## src/rtl/neo_pkg.sv

```systemverilog
// Shared types and default widths for the NEO spike detection path.
// State encoding for the detector FSM and the spike record layout at default widths.
package neo_pkg;

  localparam int NEO_N     = 16;
  localparam int NEO_IDX_W = 16;

  typedef enum logic [1:0] {
    S_WARMUP,
    S_ARMED,
    S_TRACK,
    S_REFRACT
  } det_state_t;

  typedef struct packed {
    logic [NEO_IDX_W-1:0] index;
    logic [NEO_N-1:0]     peak;
  } spike_rec_t;

endpackage

```

## src/rtl/neo_ema_threshold.sv

```systemverilog
// Warm-up mean, EMA of |energy| and threshold = avg * K_MULT.
// Latency: avg updates on the sample edge, threshold one cycle later; no backpressure.
module neo_ema_threshold
  import neo_pkg::*;
#(
  parameter int N           = NEO_N,
  parameter int ALPHA_SHIFT = 4,
  parameter int K_MULT      = 4,
  parameter int K_W         = 4,
  parameter int WARMUP      = 16
) (
  input  logic             Clk,
  input  logic             reset,
  input  logic [N-1:0]     mag,
  input  logic             acc_en,
  input  logic             acc_last,
  input  logic             ema_en,
  output logic [N+K_W-1:0] threshold
);

  localparam int WL = $clog2(WARMUP);
  localparam int AW = N + WL;

  logic [AW-1:0]      acc;
  logic [AW-1:0]      acc_sum;
  logic [N-1:0]       avg;
  logic signed [N+1:0] diff;
  logic signed [N+1:0] step;
  logic signed [N+1:0] ema;
  logic [N-1:0]       ema_clamped;

  // Two guard bits keep mag-avg and avg+step exact before clamping.
  always_comb begin
    acc_sum = acc + AW'(mag);
    diff    = $signed({2'b00, mag}) - $signed({2'b00, avg});
    step    = diff >>> ALPHA_SHIFT;
    ema     = $signed({2'b00, avg}) + step;
    if (ema[N+1]) begin
      ema_clamped = '0;
    end else if (ema[N]) begin
      ema_clamped = '1;
    end else begin
      ema_clamped = ema[N-1:0];
    end
  end

  always_ff @(posedge Clk or posedge reset) begin
    if (reset) begin
      acc       <= '0;
      avg       <= '0;
      threshold <= '0;
    end else begin
      threshold <= {{K_W{1'b0}}, avg} * (N+K_W)'(K_MULT);
      if (acc_en) begin
        if (acc_last) begin
          avg <= acc_sum[WL +: N];
          acc <= '0;
        end else begin
          acc <= acc_sum;
        end
      end else if (ema_en) begin
        avg <= ema_clamped;
      end
    end
  end

endmodule

```

## src/rtl/neo_spike_detector.sv

```systemverilog
// Adaptive-threshold spike detector on the NEO stream; one record per event with peak and index.
// Latency: spike_valid on the edge sampling the closing beat; no backpressure (every valid beat consumed).
module neo_spike_detector
  import neo_pkg::*;
#(
  parameter int N           = NEO_N,
  parameter int ALPHA_SHIFT = 4,
  parameter int K_MULT      = 4,
  parameter int K_W         = 4,
  parameter int WARMUP      = 16,
  parameter int MAX_LEN     = 8,
  parameter int REFRACT     = 10,
  parameter int IDX_W       = NEO_IDX_W
) (
  input  logic             Clk,
  input  logic             reset,
  input  logic             neo_valid,
  input  logic [N-1:0]     neo_data,
  output logic             spike_valid,
  output logic [IDX_W-1:0] spike_index,
  output logic [N-1:0]     spike_peak,
  output logic [N+K_W-1:0] threshold,
  output logic             armed
);

  localparam int WC_W  = $clog2(WARMUP) + 1;
  localparam int LEN_W = $clog2(MAX_LEN + 1);
  localparam int RC_W  = $clog2(REFRACT + 2);

  det_state_t       state;
  logic [WC_W-1:0]  warm_cnt;
  logic [IDX_W-1:0] idx;
  logic [IDX_W-1:0] peak_idx;
  logic [IDX_W-1:0] cand_idx;
  logic [LEN_W-1:0] len;
  logic [RC_W-1:0]  rcnt;
  logic [N-1:0]     mag;
  logic [N-1:0]     peak;
  logic [N-1:0]     cand_peak;
  logic             above;
  logic             warm_last;
  logic             close_evt;
  logic             acc_en;
  logic             ema_en;

  always_comb begin
    mag       = neo_data[N-1] ? (~neo_data + N'(1)) : neo_data;
    above     = {{K_W{1'b0}}, mag} > threshold;
    warm_last = warm_cnt == WC_W'(WARMUP - 1);
    // Strict compare so ties keep the earlier peak.
    cand_peak = (mag > peak) ? mag : peak;
    cand_idx  = (mag > peak) ? idx : peak_idx;
    close_evt = !above || (len == LEN_W'(MAX_LEN));
    acc_en    = neo_valid && (state == S_WARMUP);
    ema_en    = neo_valid && (((state == S_ARMED) && !above) || (state == S_REFRACT));
  end

  neo_ema_threshold #(
    .N           (N),
    .ALPHA_SHIFT (ALPHA_SHIFT),
    .K_MULT      (K_MULT),
    .K_W         (K_W),
    .WARMUP      (WARMUP)
  ) u_ema (
    .Clk       (Clk),
    .reset     (reset),
    .mag       (mag),
    .acc_en    (acc_en),
    .acc_last  (warm_last),
    .ema_en    (ema_en),
    .threshold (threshold)
  );

  always_ff @(posedge Clk or posedge reset) begin
    if (reset) begin
      state       <= S_WARMUP;
      warm_cnt    <= '0;
      idx         <= '0;
      len         <= '0;
      rcnt        <= '0;
      peak        <= '0;
      peak_idx    <= '0;
      spike_valid <= 1'b0;
      spike_index <= '0;
      spike_peak  <= '0;
      armed       <= 1'b0;
    end else begin
      spike_valid <= 1'b0;
      if (neo_valid) begin
        idx <= idx + IDX_W'(1);
        case (state)
          S_WARMUP: begin
            if (warm_last) begin
              state    <= S_ARMED;
              armed    <= 1'b1;
              warm_cnt <= '0;
            end else begin
              warm_cnt <= warm_cnt + WC_W'(1);
            end
          end
          S_ARMED: begin
            if (above) begin
              state    <= S_TRACK;
              armed    <= 1'b0;
              peak     <= mag;
              peak_idx <= idx;
              len      <= LEN_W'(1);
            end
          end
          S_TRACK: begin
            peak     <= cand_peak;
            peak_idx <= cand_idx;
            if (close_evt) begin
              spike_valid <= 1'b1;
              spike_index <= cand_idx;
              spike_peak  <= cand_peak;
              len         <= '0;
              if (REFRACT == 0) begin
                state <= S_ARMED;
                armed <= 1'b1;
              end else begin
                state <= S_REFRACT;
                rcnt  <= RC_W'(REFRACT);
              end
            end else begin
              len <= len + LEN_W'(1);
            end
          end
          S_REFRACT: begin
            rcnt <= rcnt - RC_W'(1);
            if (rcnt == RC_W'(1)) begin
              state <= S_ARMED;
              armed <= 1'b1;
            end
          end
          default: begin
            state <= S_WARMUP;
            armed <= 1'b0;
          end
        endcase
      end
    end
  end

endmodule

```

## config.mk

```make
export PLATFORM = sky130hd
export DESIGN_NAME = neo_spike_detector
export DESIGN_NICKNAME = d
export VERILOG_FILES = /design/src/rtl/neo_pkg.sv /design/src/rtl/neo_ema_threshold.sv /design/src/rtl/neo_spike_detector.sv
export SDC_FILE = /design/constraint.sdc
export NUM_CORES = 1
export LEC_CHECK = 0
export ABC_AREA = 0
export CORE_ASPECT_RATIO = 1.2
export CORE_UTILIZATION = 59
export DETAILED_ROUTE_END_ITERATION = 8
export DONT_BUFFER_PORTS = 1
export HOLD_SLACK_MARGIN = 0.1
export PLACE_DENSITY = 0.78
export REMOVE_ABC_BUFFERS = 1
export SYNTH_ARGS = -nofsm -noshare
export SYNTH_HDL_FRONTEND = slang
export SYNTH_SLANG_ARGS = --single-unit
```

## constraint.sdc

```tcl
create_clock -name Clk -period 4.8 [get_ports Clk]
set_input_delay 1.2 -clock Clk [delete_from_list [all_inputs] [get_ports Clk]]
set_output_delay 1.2 -clock Clk [all_outputs]
set_load 0.02 [all_outputs]
```

==> flow_summary.ini <==
[status]
status = finished with violations
violations = setup timing

[route]
drc = 0
routed_via_density = 6.41
drt_first_iter_violations = 896
drtAntennaViolNets = 0
wl_um = 30600
vias = 8653
wl_per_cell_um = 22.7
first_pass_iters = 6

[die]
die_area_sq_um = 16600
start_util_pct = 60.6
core_area_sq_um = 15700
pin_count = 73
die_h_um = 141
placementRows = 50
die_w_um = 118

[worst_setup_path]
worst_path_largest_cell_delay_ns = 0.43
cp-start-kind = input port
arrival_ns = 5.74
path_cells = inv_8, ha_4, nand2_4, or2_4, or3_4, buf_6, o31ai_4, xnor2_2, ha_1, and3_4, a221o_1, a21o_1, a41o_1, inv_2, buf_6, ha_4, nand3_2, buf_4, o31ai_2, a21o_1, xnor2_4, buf_12, a2111oi_4, o221ai_2
crit_required_ns = 5.11
crit_path_start = neo_data[0]
r2r_start = u_ema.avg[2]$_DFFE_PP0P_
endpoint_kind = flip-flop
slowest_stage = or3_4
critPathKind = in -> reg
cp_max_fo = 8

[synthesis]
synthDistinctLibCells = 72
synth_edf_count = 0
syn_area_per_cell_sq_um = 9.64
synth_area_sq_um = 9510
netlist_instances = 987
synthFlopType = dfrtp_1
synth_top_area_share_pct = 39.2
synth_top_area_cell = dfrtp_1
seq_area_frac_synth_pct = 39.2
yosys_warnings = 0
ys_async_sr_fraction_pct = 100
ys_ff_latch = 149
yosys-top-cells-area = dfrtp_1 39%, ha_1 12%, mux2_4 4.4%, xnor2_1 4.1%, nand2_1 3.9%

[clock_network]
cts_buffers = 17
numClockSinks = 149
cts_root_buffer = clkbuf_16
clockBufferDepth = 2
clkLatencyLatePin_ns = 0.43
cts_tree = yes
cts_max_level = 4
path_clk_slew_ns = 0.06

[cells_and_area]
multiInputGateArea_sq_um = 5940
layout-drive-gt1-share_pct = 27.4
area_growth_pct = 27.8
antenna_cells = 0
utilization_pct = 77.5
seqCellArea_sq_um = 3730
nets = 1240
fillerInstances = 864

[place]
gp_congestion = 0.910
pre_cts_ws_ns = -1.28
dp_hpwl_um = 17700
port_buffers = 0

[timing]
fmax_mhz = 184
tightest_slew_ns = 0.779
setup_viol = 51
min_period_over_period_pct = 113
worst_clock_skew_ns = 0.00963
timing.final.crit_period_ns = 5.44
finalHoldViolations = 0
rsz0062_at_grt = true
relSlewSlack_pct = 47.9
final.setup.tns_ns = -13.57
final_max_slew_viol_count = 0
setup_ws_ns = -0.635

[global_routing]
grtUsageTotal_pct = 32.3
grt_antenna_before_repair = 0
grt_max_degree = 86
grt_pass1_vias = 8481
overflow = 0
grt_pass1_wl_um = 42400

[power]
leakagePower_nw = 5.76
power_density_nw_per_um2 = 889
irDropWorstVdd_v = 0.000513

[worst_hold_path]
worstHoldStart = u_ema.avg[5]$_DFFE_PP0P_
hold_path_class = reg -> reg

[flow_run]
maxCapViolCount = 0
power breakdown:
group	total [W]	leakage (nW)	internal (W)	switching [W]
clock	0.00130	0.268	0.000733	0.000569
combinational	0.00702	3.65	0.00328	0.00374
sequential	0.00250	1.85	0.00177	0.000728
total	0.0108	5.76	0.00578	0.00504
worst paths after layout:
check,endpoint,slack [ns],cells after the start
worst min register to register,u_ema.threshold[7]$_DFF_PP0_,0.42,0
max in group asynchronous,u_ema.avg[11]$_DFFE_PP0P_,2.98,2
worst max-delay path,u_ema.avg[13]$_DFFE_PP0P_,-0.64,24
min in group asynchronous,spike_peak[1]$_DFFE_PP0P_,0.77,1
worst max register to register,u_ema.avg[7]$_DFFE_PP0P_,0.36,22
worst min-delay path,u_ema.threshold[7]$_DFF_PP0_,0.42,0
stage by stage:
step / instances / power [W] / area [sq um] / hold slack [ns]
detailed placement: 1287 / 0.00776 / 10600 / 0.393
finish: 1349 / 0.0108 / 12200 / 0.415
CTS: 1330 / 0.00952 / 11600 / 0.409
global placement: 1287 / 0.00759 / 10600 / 0.391
floorplan: 959 / 0.00575 / 9360 / 0.380
global route: 1349 / 0.0114 / 12200 / 0.424
timing repair:
item | 4_1_cts | 5_1_grt
endpoints found under the setup margin | 86 | 85
pin swaps | 41 | 36
resized for setup | 62 | 74
hold buffers | 0 | 0
cloned | 1 | 5
endpoints found under the hold margin | 0 | 0
setup buffers | 10 | 17
area by class of cell:
class,count,share of cell area (%)
Clock inverter,13,1.03
Sequential cell,149,30.7
Inverter,72,2.43
Multi-Input combinational cell,738,48.8
Clock buffer,19,3.64
Tap cell,208,2.14
Timing Repair Buffer,150,11.3
metal layers:
layer | wire [um] | global-route usage, % | up-vias
met3 | 2140 | 6.15 | 155
li1 | - | - | 3786
met1 | 11000 | 37.6 | 4228
met2 | 15500 | 56.4 | 484
met5 | 0 | 0 | -
met4 | 1840 | 17.1 | 0
cells in the final DEF, fill, tap and decap left out, types with 7 or more instances in the layout:
cell,Yosys,routed
a21o_1,20,20
a21oi_1,48,41
a21oi_2,0,7
a22o_1,11,11
a31oi_1,22,20
and3_1,10,8
buf_12,0,8
buf_4,4,127
buf_6,3,7
clkbuf_16,0,23
dfrtp_1,149,149
ha_1,91,85
inv_1,72,66
mux2_4,28,28
mux2i_1,14,14
nand2_1,100,96
nand3_1,30,25
nand4_1,8,8
nor2_1,87,77
nor2_4,0,9
nor2b_1,8,8
nor3_1,9,9
o21a_1,11,11
o21ai_0,47,39
o21ai_2,0,7
o221ai_2,0,10
o31ai_1,11,9
xnor2_1,45,39
xor2_1,22,21
registers in the layout (all words and copies together), names as in the netlist:
name	flops
u_ema.acc	20
idx	16
state	2
u_ema.avg	16
peak	16
spike_valid	1
peak_idx	16
len	4
armed	1
u_ema.threshold	16
spike_peak	16
spike_index	16
rcnt	4
warm_cnt	5
cell families (layout without fill, tap and decap cells):
kind of cell / Yosys count / count (layout) / share of synthesized area [%]
other cells: 1 / 4 / 0.0394
compound gates: 243 / 243 / 17.4
fa+ha+maj: 93 / 93 / 12.4
xor+xnor: 68 / 68 / 6.34
simple gates: 283 / 283 / 13.5
flops: 149 / 149 / 39.2
buf+inv: 103 / 254 / 4.60
mux: 47 / 47 / 6.48
synth_stat cells, types with 8 or more instances:
cell and instances:
mux2i_1 14, inv_1 72, and3_1 10, mux2_4 28, a21o_1 20, buf_2 11, nor2_1 87, xor2_1 22
o21a_1 11, a22o_1 11, xnor2_1 45, nand4_1 8, nand2_1 100, a31oi_1 22, nor2b_1 8, a21oi_1 48
ha_1 91, clkbuf_1 11, o31ai_1 11, or3_1 8, o221ai_1 13, nand3_1 30, dfrtp_1 149, nor3_1 9
o21ai_0 47
worst max-delay path: cells and delay by family:
kind,cells,cell delay (ns)
AO/OA/AOI/OAI,8,1.88
AND/OR/NAND/NOR,5,1.02
buffers and inverters,6,0.76
adder cells (fa/ha/maj),3,0.57
XOR/XNOR,2,0.30
(Power assumes the default switching activity.)
